--- src/rtl/din_serializer_pkg.sv ---
// Shared types and constants for the din serializer slice.
// No logic, so no latency.
// No handshake of its own; consumed by din_serializer and its interface.
package serializer_pkg;

    typedef enum logic [1:0] {
        IDLE  = 2'd0,
        SHIFT = 2'd1,
        GAP   = 2'd2
    } ser_state_t;

    localparam int SER_WIDTH_DEFAULT = 8;
    localparam int SER_GAP_MAX       = 15;

endpackage

--- src/rtl/din_serializer_if.sv ---
// Load handshake plus serial outputs of the din serializer.
// Pure wiring, zero latency.
// load_valid/load_ready handshake; the serial side has no backpressure.
interface din_serializer_if
    import serializer_pkg::*;
#(
    parameter int WIDTH = SER_WIDTH_DEFAULT
);
    logic [WIDTH-1:0] load_data;
    logic             load_valid;
    logic             load_ready;
    logic             ser_out;
    logic             ser_valid;
    logic             frame_start;
    logic             done;

    // Producer of words / consumer of the serial stream.
    modport master (
        output load_data, load_valid,
        input  load_ready, ser_out, ser_valid, frame_start, done
    );

    // The serializer itself.
    modport slave (
        input  load_data, load_valid,
        output load_ready, ser_out, ser_valid, frame_start, done
    );
endinterface

--- src/rtl/ser_bit_counter.sv ---
// Loadable up-counter that saturates at a terminal value and flags it.
// Count and flag update one cycle after clr/en.
// No handshake; clr has priority over en, and the count never wraps.
module ser_bit_counter #(
    parameter int CW = 4
) (
    input  logic          clk,
    input  logic          reset,
    input  logic          clr,
    input  logic          en,
    input  logic [CW-1:0] term,
    output logic [CW-1:0] count,
    output logic          tc
);

    assign tc = (count == term);

    // Clear on request, otherwise step until the terminal value is reached.
    always_ff @(posedge clk or posedge reset) begin
        if (reset) begin
            count <= '0;
        end else if (clr) begin
            count <= '0;
        end else if (en && !tc) begin
            count <= count + 1'b1;
        end
    end

endmodule

--- src/rtl/din_serializer.sv ---
// Parallel-in/serial-out feeding a downstream D flip-flop, with frame markers and optional gap.
// First bit is on ser_out in the cycle right after the transfer edge; all outputs registered.
// load_ready only in IDLE (or on the last bit when GAP==0); words wait, never dropped.
module din_serializer
    import serializer_pkg::*;
#(
    parameter int WIDTH     = SER_WIDTH_DEFAULT,
    parameter bit LSB_FIRST = 1'b1,
    parameter int GAP       = 0
) (
    input  logic      clk,
    input  logic      reset,
    din_serializer_if.slave bus
);

    localparam int            BW       = $clog2(WIDTH);
    localparam logic [BW-1:0] BIT_LAST = BW'(WIDTH - 1);
    localparam logic [BW-1:0] BIT_PEN  = BW'(WIDTH - 2);
    localparam logic [3:0]    GAP_LAST = (GAP > 0) ? 4'(GAP - 1) : 4'd0;

    if (WIDTH < 2 || WIDTH > 32) begin : g_bad_width
        $error("din_serializer: WIDTH out of range");
    end
    if (GAP < 0 || GAP > SER_GAP_MAX) begin : g_bad_gap
        $error("din_serializer: GAP out of range");
    end

    ser_state_t       state;
    logic [WIDTH-1:0] sreg;
    logic             ser_out_q;
    logic             ser_valid_q;
    logic             frame_start_q;
    logic             done_q;

    logic [BW-1:0]    bit_cnt;
    logic             bit_tc;
    logic [3:0]       gap_cnt_unused;
    logic             gap_tc;

    logic             ready;
    logic             xfer;

    // Bit that leaves first from a freshly loaded or partially shifted word.
    function automatic logic head_bit(input logic [WIDTH-1:0] w);
        return LSB_FIRST ? w[0] : w[WIDTH-1];
    endfunction

    // Word with its head bit consumed.
    function automatic logic [WIDTH-1:0] drop_head(input logic [WIDTH-1:0] w);
        return LSB_FIRST ? (w >> 1) : (w << 1);
    endfunction

    // Ready depends only on state and counter, never on load_valid.
    always_comb begin
        ready = 1'b0;
        if (!reset) begin
            ready = (state == IDLE) || (state == SHIFT && bit_tc && GAP == 0);
        end
        xfer = bus.load_valid && ready;
    end

    // Bit counter restarts at each accepted word and advances through SHIFT.
    ser_bit_counter #(.CW(BW)) u_bit_cnt (
        .clk   (clk),
        .reset (reset),
        .clr   (xfer),
        .en    (state == SHIFT),
        .term  (BIT_LAST),
        .count (bit_cnt),
        .tc    (bit_tc)
    );

    // Gap counter is held at zero outside GAP and runs to GAP-1 inside it.
    ser_bit_counter #(.CW(4)) u_gap_cnt (
        .clk   (clk),
        .reset (reset),
        .clr   (state != serializer_pkg::GAP),
        .en    (1'b1),
        .term  (GAP_LAST),
        .count (gap_cnt_unused),
        .tc    (gap_tc)
    );

    // FSM, shift register and registered outputs in one block.
    always_ff @(posedge clk or posedge reset) begin
        if (reset) begin
            state         <= IDLE;
            sreg          <= '0;
            ser_out_q     <= 1'b0;
            ser_valid_q   <= 1'b0;
            frame_start_q <= 1'b0;
            done_q        <= 1'b0;
        end else begin
            frame_start_q <= 1'b0;
            if (xfer) begin
                state         <= SHIFT;
                sreg          <= drop_head(bus.load_data);
                ser_out_q     <= head_bit(bus.load_data);
                ser_valid_q   <= 1'b1;
                frame_start_q <= 1'b1;
                done_q        <= 1'b0;
            end else begin
                case (state)
                    SHIFT: begin
                        if (!bit_tc) begin
                            sreg      <= drop_head(sreg);
                            ser_out_q <= head_bit(sreg);
                            done_q    <= (bit_cnt == BIT_PEN);
                        end else begin
                            ser_out_q   <= 1'b0;
                            ser_valid_q <= 1'b0;
                            done_q      <= 1'b0;
                            state       <= (GAP > 0) ? serializer_pkg::GAP : IDLE;
                        end
                    end
                    serializer_pkg::GAP: begin
                        if (gap_tc) begin
                            state <= IDLE;
                        end
                    end
                    default: state <= IDLE;
                endcase
            end
        end
    end

    assign bus.load_ready  = ready;
    assign bus.ser_out     = ser_out_q;
    assign bus.ser_valid   = ser_valid_q;
    assign bus.frame_start = frame_start_q;
    assign bus.done        = done_q;

endmodule

--- src/flat_wrapper.sv ---
// flat-port wrapper written by rule: the top's interface ports become plain ports
module din_serializer_flat import serializer_pkg::*;
#(
    parameter int WIDTH     = SER_WIDTH_DEFAULT,
    parameter bit LSB_FIRST = 1'b1,
    parameter int GAP       = 0
)
  (clk, reset, bus_load_data, bus_load_valid, bus_load_ready, bus_ser_out, bus_ser_valid, bus_frame_start, bus_done);
  din_serializer_if #(.WIDTH(WIDTH)) bus_i ();
  input  logic clk;
  input  logic reset;
  input wire logic [$bits(bus_i.load_data)-1:0] bus_load_data;
  input wire logic [$bits(bus_i.load_valid)-1:0] bus_load_valid;
  output wire logic [$bits(bus_i.load_ready)-1:0] bus_load_ready;
  output wire logic [$bits(bus_i.ser_out)-1:0] bus_ser_out;
  output wire logic [$bits(bus_i.ser_valid)-1:0] bus_ser_valid;
  output wire logic [$bits(bus_i.frame_start)-1:0] bus_frame_start;
  output wire logic [$bits(bus_i.done)-1:0] bus_done;
  assign bus_i.load_data = bus_load_data;
  assign bus_i.load_valid = bus_load_valid;
  assign bus_load_ready = bus_i.load_ready;
  assign bus_ser_out = bus_i.ser_out;
  assign bus_ser_valid = bus_i.ser_valid;
  assign bus_frame_start = bus_i.frame_start;
  assign bus_done = bus_i.done;
  din_serializer #(.WIDTH(WIDTH), .LSB_FIRST(LSB_FIRST), .GAP(GAP)) u_core (.clk(clk), .reset(reset), .bus(bus_i));
endmodule
--- config.mk ---
export PLATFORM = sky130hd
export DESIGN_NAME = din_serializer_flat
export DESIGN_NICKNAME = d
export VERILOG_FILES = /design/src/rtl/din_serializer_pkg.sv /design/src/rtl/din_serializer_if.sv /design/src/rtl/ser_bit_counter.sv /design/src/rtl/din_serializer.sv /design/src/flat_wrapper.sv
export SDC_FILE = /design/constraint.sdc
export NUM_CORES = 1
export LEC_CHECK = 0
export ABC_AREA = 1
export CORE_MARGIN = 3
export CORE_UTILIZATION = 40
export DETAILED_ROUTE_END_ITERATION = 10
export DONT_BUFFER_PORTS = 1
export GPL_TIMING_DRIVEN = 0
export PLACE_DENSITY = 0.55
export SYNTH_ARGS = -nofsm -noshare
export SYNTH_HDL_FRONTEND = slang
export SYNTH_SLANG_ARGS = --single-unit
--- constraint.sdc ---
create_clock -name clk -period 2.35 [get_ports clk]
set_input_delay 0.235 -clock clk [delete_from_list [all_inputs] [get_ports clk]]
set_output_delay 0.235 -clock clk [all_outputs]
set_load 0.01 [all_outputs]
Yosys cells after proc, flatten, opt, wreduce, memory -nomap -nowiden
Cells that the tools add are included.
- $add $sub $neg: 2
- eq/ne operators: 9
- mux-type cells: 22
- reduce and logical (&&, ||, !) cells: 13
- operator list (kind ; number):
    $mux W8 ; 3
    $mux W1 ; 11
    $mux W4 ; 2
    $eq A3 B3 Y1 const B ; 2
    $mux W2 ; 3
    $mux W3 ; 2
    $ne A2 B2 Y1 const B ; 3
    $ne A3 B2 Y1 const B ; 2
    $reduce_and A2 Y1 ; 3
    $reduce_bool A2 Y1 ; 3
    $add A4 B1 Y4 const B ; 1
    $logic_not A4 Y1 ; 1
    $pmux W2 S2 ; 1
    $add A3 B1 Y3 const B ; 1
    $logic_and A1 B1 Y1 ; 3
    $eq A2 B1 Y1 const B ; 1
    $eq A2 B2 Y1 const B ; 1
    $logic_not A2 Y1 ; 1
    $logic_not A1 Y1 ; 1
    $logic_or A1 B1 Y1 ; 1
- bits in registers: 21
- bits of input ports: 11
- logic and storage cells: 54

Depth between registers and ports, before layout
- word-level depth: 7
- mapped depth: 8
- mapped depth without buffers: 8

Hierarchy
Synthesis repeated with hierarchy kept, for this count alone.
- cell total of the unflattened synthesis: 91
- area, all modules: 873.3 sq um
- by module, submodules not included (module ; instances ; cells each ; area each (sq um) ; seq. area each (sq um)):
    din_serializer ; 1 ; 61 ; 658.1 ; 300.3
    ser_bit_counter ; 1 ; 30 ; 215.2 ; 75.1

Least setup slack after synthesis
No wires, ideal clock.
- path kind: reg-to-output
- start: register u_core.u_bit_cnt.count[0]
- end: output bus_load_ready
- arrival: 1.102 ns
- slack: 1.013 ns
- stages on the path, launching flop included: 7
- cell sequence: dfrtp_1 > ha_1 > ha_1 > inv_1 > nand2_4 > inv_2 > nor2_1
- longest elaborated chain between the ends: 4
- RTL lines (item ; RTL line ; source):
    start: declaration ; ser_bit_counter.sv:12 ; output logic [CW-1:0] count,
    start signal: assignment ; ser_bit_counter.sv:25 ; count <= count + 1'b1;
    $eq A3 B3 Y1 ; ser_bit_counter.sv:16 ; assign tc = (count == term);
    $logic_and A1 B1 Y1 ; din_serializer.sv:57 ; ready = (state == IDLE) || (state == SHIFT && bit_tc && GAP == 0);
    $logic_or A1 B1 Y1 ; din_serializer.sv:57 ;
    $mux W1 ; din_serializer.sv:56 ; if (!reset) begin
    end: declaration ; flat_wrapper.sv:14 ; output wire logic [$bits(bus_i.load_ready)-1:0] bus_load_ready;
No other way between the ends.

Final worst setup path
Ends and elaborated chain as after synthesis.

==> report_table.html <==
<table>
<tr><th>Metric</th><th>Value</th></tr>
<tr><th colspan="2">Drt</th></tr>
<tr><td>Post-route ant nets</td><td>0</td></tr>
<tr><td>Vias after detailed routing</td><td>527</td></tr>
<tr><td>Via-per-instance ratio</td><td>5.02</td></tr>
<tr><td>DRT Wirelength</td><td>1370 µm</td></tr>
<tr><td>Number of detailed-routing iterations run before antenna repair</td><td>4</td></tr>
<tr><td>Routed WL per cell</td><td>13.1 µm</td></tr>
<tr><td>Number of DRC markers in iteration 0</td><td>2</td></tr>
<tr><td>Remaining routing DRC violations</td><td>0</td></tr>
<tr><th colspan="2">Finish</th></tr>
<tr><td>Count of filler cells inserted in the layout</td><td>197</td></tr>
<tr><td>Layout overhead on the synthesized area</td><td>8.52%</td></tr>
<tr><td>Number of diodes</td><td>0</td></tr>
<tr><td>Final layout net count</td><td>95</td></tr>
<tr><td>Ratio of cells with drive above 1 in the final layout</td><td>30.0%</td></tr>
<tr><td>Finished Layout Cells</td><td>105</td></tr>
<tr><th colspan="2">Critical path</th></tr>
<tr><td>CP max FO</td><td>10</td></tr>
<tr><td>Highest cell delay on the worst timing path</td><td>420 ps</td></tr>
<tr><td>Worst Setup End Kind</td><td>output pin</td></tr>
<tr><td>Crit Reg-Reg Startpoint</td><td>u_core.u_bit_cnt.count[0]</td></tr>
<tr><td>CP Class</td><td>flop to output pin</td></tr>
<tr><td>Data required time at the worst endpoint</td><td>2120 ps</td></tr>
<tr><td>Cell-by-cell listing of the critical path</td><td>ha_1, ha_1, inv_1, nand2_4, inv_2, nor2_1</td></tr>
<tr><td>Slowest cell on the critical path</td><td>dfrtp_1</td></tr>
<tr><td>Startpoint of the worst setup timing path</td><td>u_core.u_bit_cnt.count[0]</td></tr>
<tr><td>CP dominant cell by count</td><td>ha_1</td></tr>
<tr><td>Type of element launching the critical path</td><td>flop</td></tr>
<tr><td>Depth of the worst register-to-register path</td><td>7</td></tr>
<tr><td>Data arrival, critical path</td><td>1520 ps</td></tr>
<tr><th colspan="2">Floorplan</th></tr>
<tr><td>Number of cell rows</td><td>15</td></tr>
<tr><td>Number of primary I/O pins</td><td>16</td></tr>
<tr><td>Floorplan core area</td><td>1800 µm²</td></tr>
<tr><td>Die Span Y</td><td>50.5 µm</td></tr>
<tr><td>Starting density of the core</td><td>44.0%</td></tr>
<tr><td>Area of the die</td><td>2550 µm²</td></tr>
<tr><td>Die span in x</td><td>50.5 µm</td></tr>
<tr><th colspan="2">Synth</th></tr>
<tr><td>YS warnings</td><td>0</td></tr>
<tr><td>Yosys cell types</td><td>16</td></tr>
<tr><td>Largest cells by area after synthesis</td><td>dfrtp_1, nand3_2, nand2_1, nand4_1, ha_1</td></tr>
<tr><td>Post-Synthesis Net Count</td><td>89</td></tr>
<tr><td>Synth top area share</td><td>47.3%</td></tr>
<tr><td>Mean instance size in the synthesized netlist</td><td>10.6 µm²</td></tr>
<tr><td>Fraction of the yosys area taken by sequential cells</td><td>47.3%</td></tr>
<tr><td>Cell type contributing the most total cell area after synthesis</td><td>dfrtp_1</td></tr>
<tr><td>Flip-flop and latch count after synthesis</td><td>15</td></tr>
<tr><td>Syn Inst Count</td><td>75</td></tr>
<tr><td>Cell area after synthesis</td><td>793 µm²</td></tr>
<tr><th colspan="2">Placement</th></tr>
<tr><td>Cell count after placement</td><td>100</td></tr>
<tr><td>Setup Slack @ Placement</td><td>887 ps</td></tr>
<tr><td>Placer congestion estimate</td><td>0.674</td></tr>
<tr><td>HPWL after DPL</td><td>954 µm</td></tr>
<tr><td>Port Buffer Count</td><td>0</td></tr>
<tr><th colspan="2">CTS</th></tr>
<tr><td>Maximum level of the CTS H-tree</td><td>1</td></tr>
<tr><td>Setup fix buffers added after clock tree synthesis</td><td>0</td></tr>
<tr><td>Clock latency on the worst-skew pair</td><td>280 ps</td></tr>
<tr><td>Clock edge transition at the registers on the reported setup and hold paths</td><td>90 ps</td></tr>
<tr><td>Clock tree sinks</td><td>15</td></tr>
<tr><td>TritonCTS clock tree</td><td>done</td></tr>
<tr><td>Buffers from clock root to sink, at most</td><td>2</td></tr>
<tr><td>Clock tree root driver cell</td><td>clkbuf_4</td></tr>
<tr><td>Number of buffers added by the clock tree synthesis step</td><td>3</td></tr>
<tr><th colspan="2">STA</th></tr>
<tr><td>Slew Limit Fails</td><td>0</td></tr>
<tr><td>Final Setup Violations</td><td>0</td></tr>
<tr><td>Transition at the pin with the smallest max-transition slack</td><td>275 ps</td></tr>
<tr><td>Worst max-slew margin expressed relative to the limit</td><td>81.7%</td></tr>
<tr><td>Time the final worst path needs with I/O delays and setup</td><td>1760 ps</td></tr>
<tr><td>Maximum frequency from static timing analysis</td><td>570 MHz</td></tr>
<tr><td>Post-route worst setup slack</td><td>595 ps</td></tr>
<tr><td>Total negative slack for setup checks</td><td>0 ps</td></tr>
<tr><td>Skew final</td><td>2.91 ps</td></tr>
<tr><td>Ratio of final minimum period to clock period</td><td>74.7%</td></tr>
<tr><td>Final number of hold-violating endpoints</td><td>0</td></tr>
<tr><td>RSZ-0062 raised after global routing</td><td>false</td></tr>
<tr><th colspan="2">GRT</th></tr>
<tr><td>Maximum number of pins on one net before global-route repair</td><td>24</td></tr>
<tr><td>Global route total overflow</td><td>0</td></tr>
<tr><td>Antenna violations before repair</td><td>0</td></tr>
<tr><td>Via count of the first global-routing pass</td><td>494</td></tr>
<tr><td>Global-route wire length before repair</td><td>2440 µm</td></tr>
<tr><td>Global-route total usage across every layer</td><td>12.9%</td></tr>
<tr><th colspan="2">Min path</th></tr>
<tr><td>Worst hold stages</td><td>2</td></tr>
<tr><td>Hold Path Origin</td><td>bus_load_data[7]</td></tr>
<tr><td>Worst hold-check path type</td><td>primary input to flop</td></tr>
<tr><th colspan="2">Power and ir drop</th></tr>
<tr><td>Maximum VDD drop</td><td>410 µV</td></tr>
<tr><td>Total chip power</td><td>1.01 mW</td></tr>
<tr><td>Reported leakage power</td><td>0.424 nW</td></tr>
<tr><td>Pwr/cell area</td><td>1170 nW/µm²</td></tr>
<tr><th colspan="2">Run</th></tr>
<tr><td>Number of violations of the max-capacitance limit</td><td>0</td></tr>
<tr><th colspan="2">Outcome</th></tr>
<tr><td>Run status</td><td>finished, final reports clean</td></tr>
</table>
Yosys cell counts:
cell and number:
dfrtp_1 15, nand2_1 14, nand3_2 13, nand3_1 7
nand4_1 7, inv_1 4, ha_1 3, o21ai_0 3
buf_4 2, buf_12 1, buf_6 1, inv_2 1
inv_4 1, nand2_4 1, nand3_4 1, nor2_1 1
final timing paths:
check / endpoint / slack (ps)
max reg2reg: u_core.u_bit_cnt.count[1] / 910
min reg2reg: u_core.sreg[0] / 500
max in group asynchronous: u_core.sreg[5] / 1760
min in group asynchronous: u_core.bus.ser_out / 380
min: u_core.sreg[6] / 70
max: bus_load_ready / 590
kinds of logic after synthesis:
family | Yosys count | share of synthesized area, %
simple gates | 44 | 37.1
flops | 15 | 47.3
buf+inv | 10 | 8.99
compound gates | 3 | 1.89
fa+ha+maj | 3 | 4.73
final cells by class:
cell class | count | area (µm²) | area share (%)
inverters | 6 | 25.0 | 2.91
well taps | 25 | 31.3 | 3.63
clock buffers | 4 | 26.3 | 3.05
flip-flops and latches | 15 | 375 | 43.6
plain buffers | 4 | 46.3 | 5.38
multi-input cells | 50 | 347 | 40.3
repair buffers | 1 | 10.0 | 1.16
power by group:
group	internal, mW	switching (mW)	total, mW
clock network	0.0659	0.0812	0.147
logic	0.168	0.243	0.412
registers	0.364	0.0849	0.449
total	0.598	0.409	1.01
through the flow:
step | hold slack, ps | area [µm²] | util, %
finish | 70.1 | 861 | 47.8
global route | 73.4 | 861 | 47.8
CTS | 63.6 | 861 | 47.8
detailed placement | 75.1 | 825 | 45.8
global placement | 74.4 | 825 | 45.8
floorplan | 42.6 | 793 | -
critical path: cells and delay by family (launching register included):
| family | cells | cell delay (ps) |
|---|---|---|
| adders and majority gates | 2 | 380 |
| buffers and inverters | 2 | 250 |
| and+or+nand+nor | 2 | 180 |
| DFF | 1 | 420 |
flip-flops by register name, summed over array words and instances (netlist names):
register and flops:
u_core.sreg 7, u_core.bus.ser_out 1, u_core.u_bit_cnt.count 3, u_core.state 1, u_core.bus.ser_valid 1, u_core.bus.frame_start 1, u_core.bus.done 1
repair_timing:
item,4_1_cts,5_1_grt
resized for setup,0,0
hold buffers,1,0
endpoints found under the hold margin,15,0
per-layer routing:
metal	routed length, µm	part of all wire (%)	up-vias	GRT usage (%)
li1	-	-	267	-
met1	589	43	244	16.5
met2	689	50	12	19.8
met3	75	5.5	4	5.34
met4	17	1.2	0	4.04
met5	0	0	-	0
placed cells by master, fill, tap and decap left out:
cell | synthesis | final
buf_12 | 1 | 1
buf_4 | 2 | 2
buf_6 | 1 | 1
clkbuf_1 | 0 | 1
clkbuf_4 | 0 | 3
dfrtp_1 | 15 | 15
dlygate4sd3_1 | 0 | 1
ha_1 | 3 | 3
inv_1 | 4 | 4
inv_2 | 1 | 1
inv_4 | 1 | 1
nand2_1 | 14 | 14
nand2_4 | 1 | 1
nand3_1 | 7 | 7
nand3_2 | 13 | 13
nand3_4 | 1 | 1
nand4_1 | 7 | 7
nor2_1 | 1 | 1
o21ai_0 | 3 | 3
Note: power is estimated with default switching activity, not from simulation.
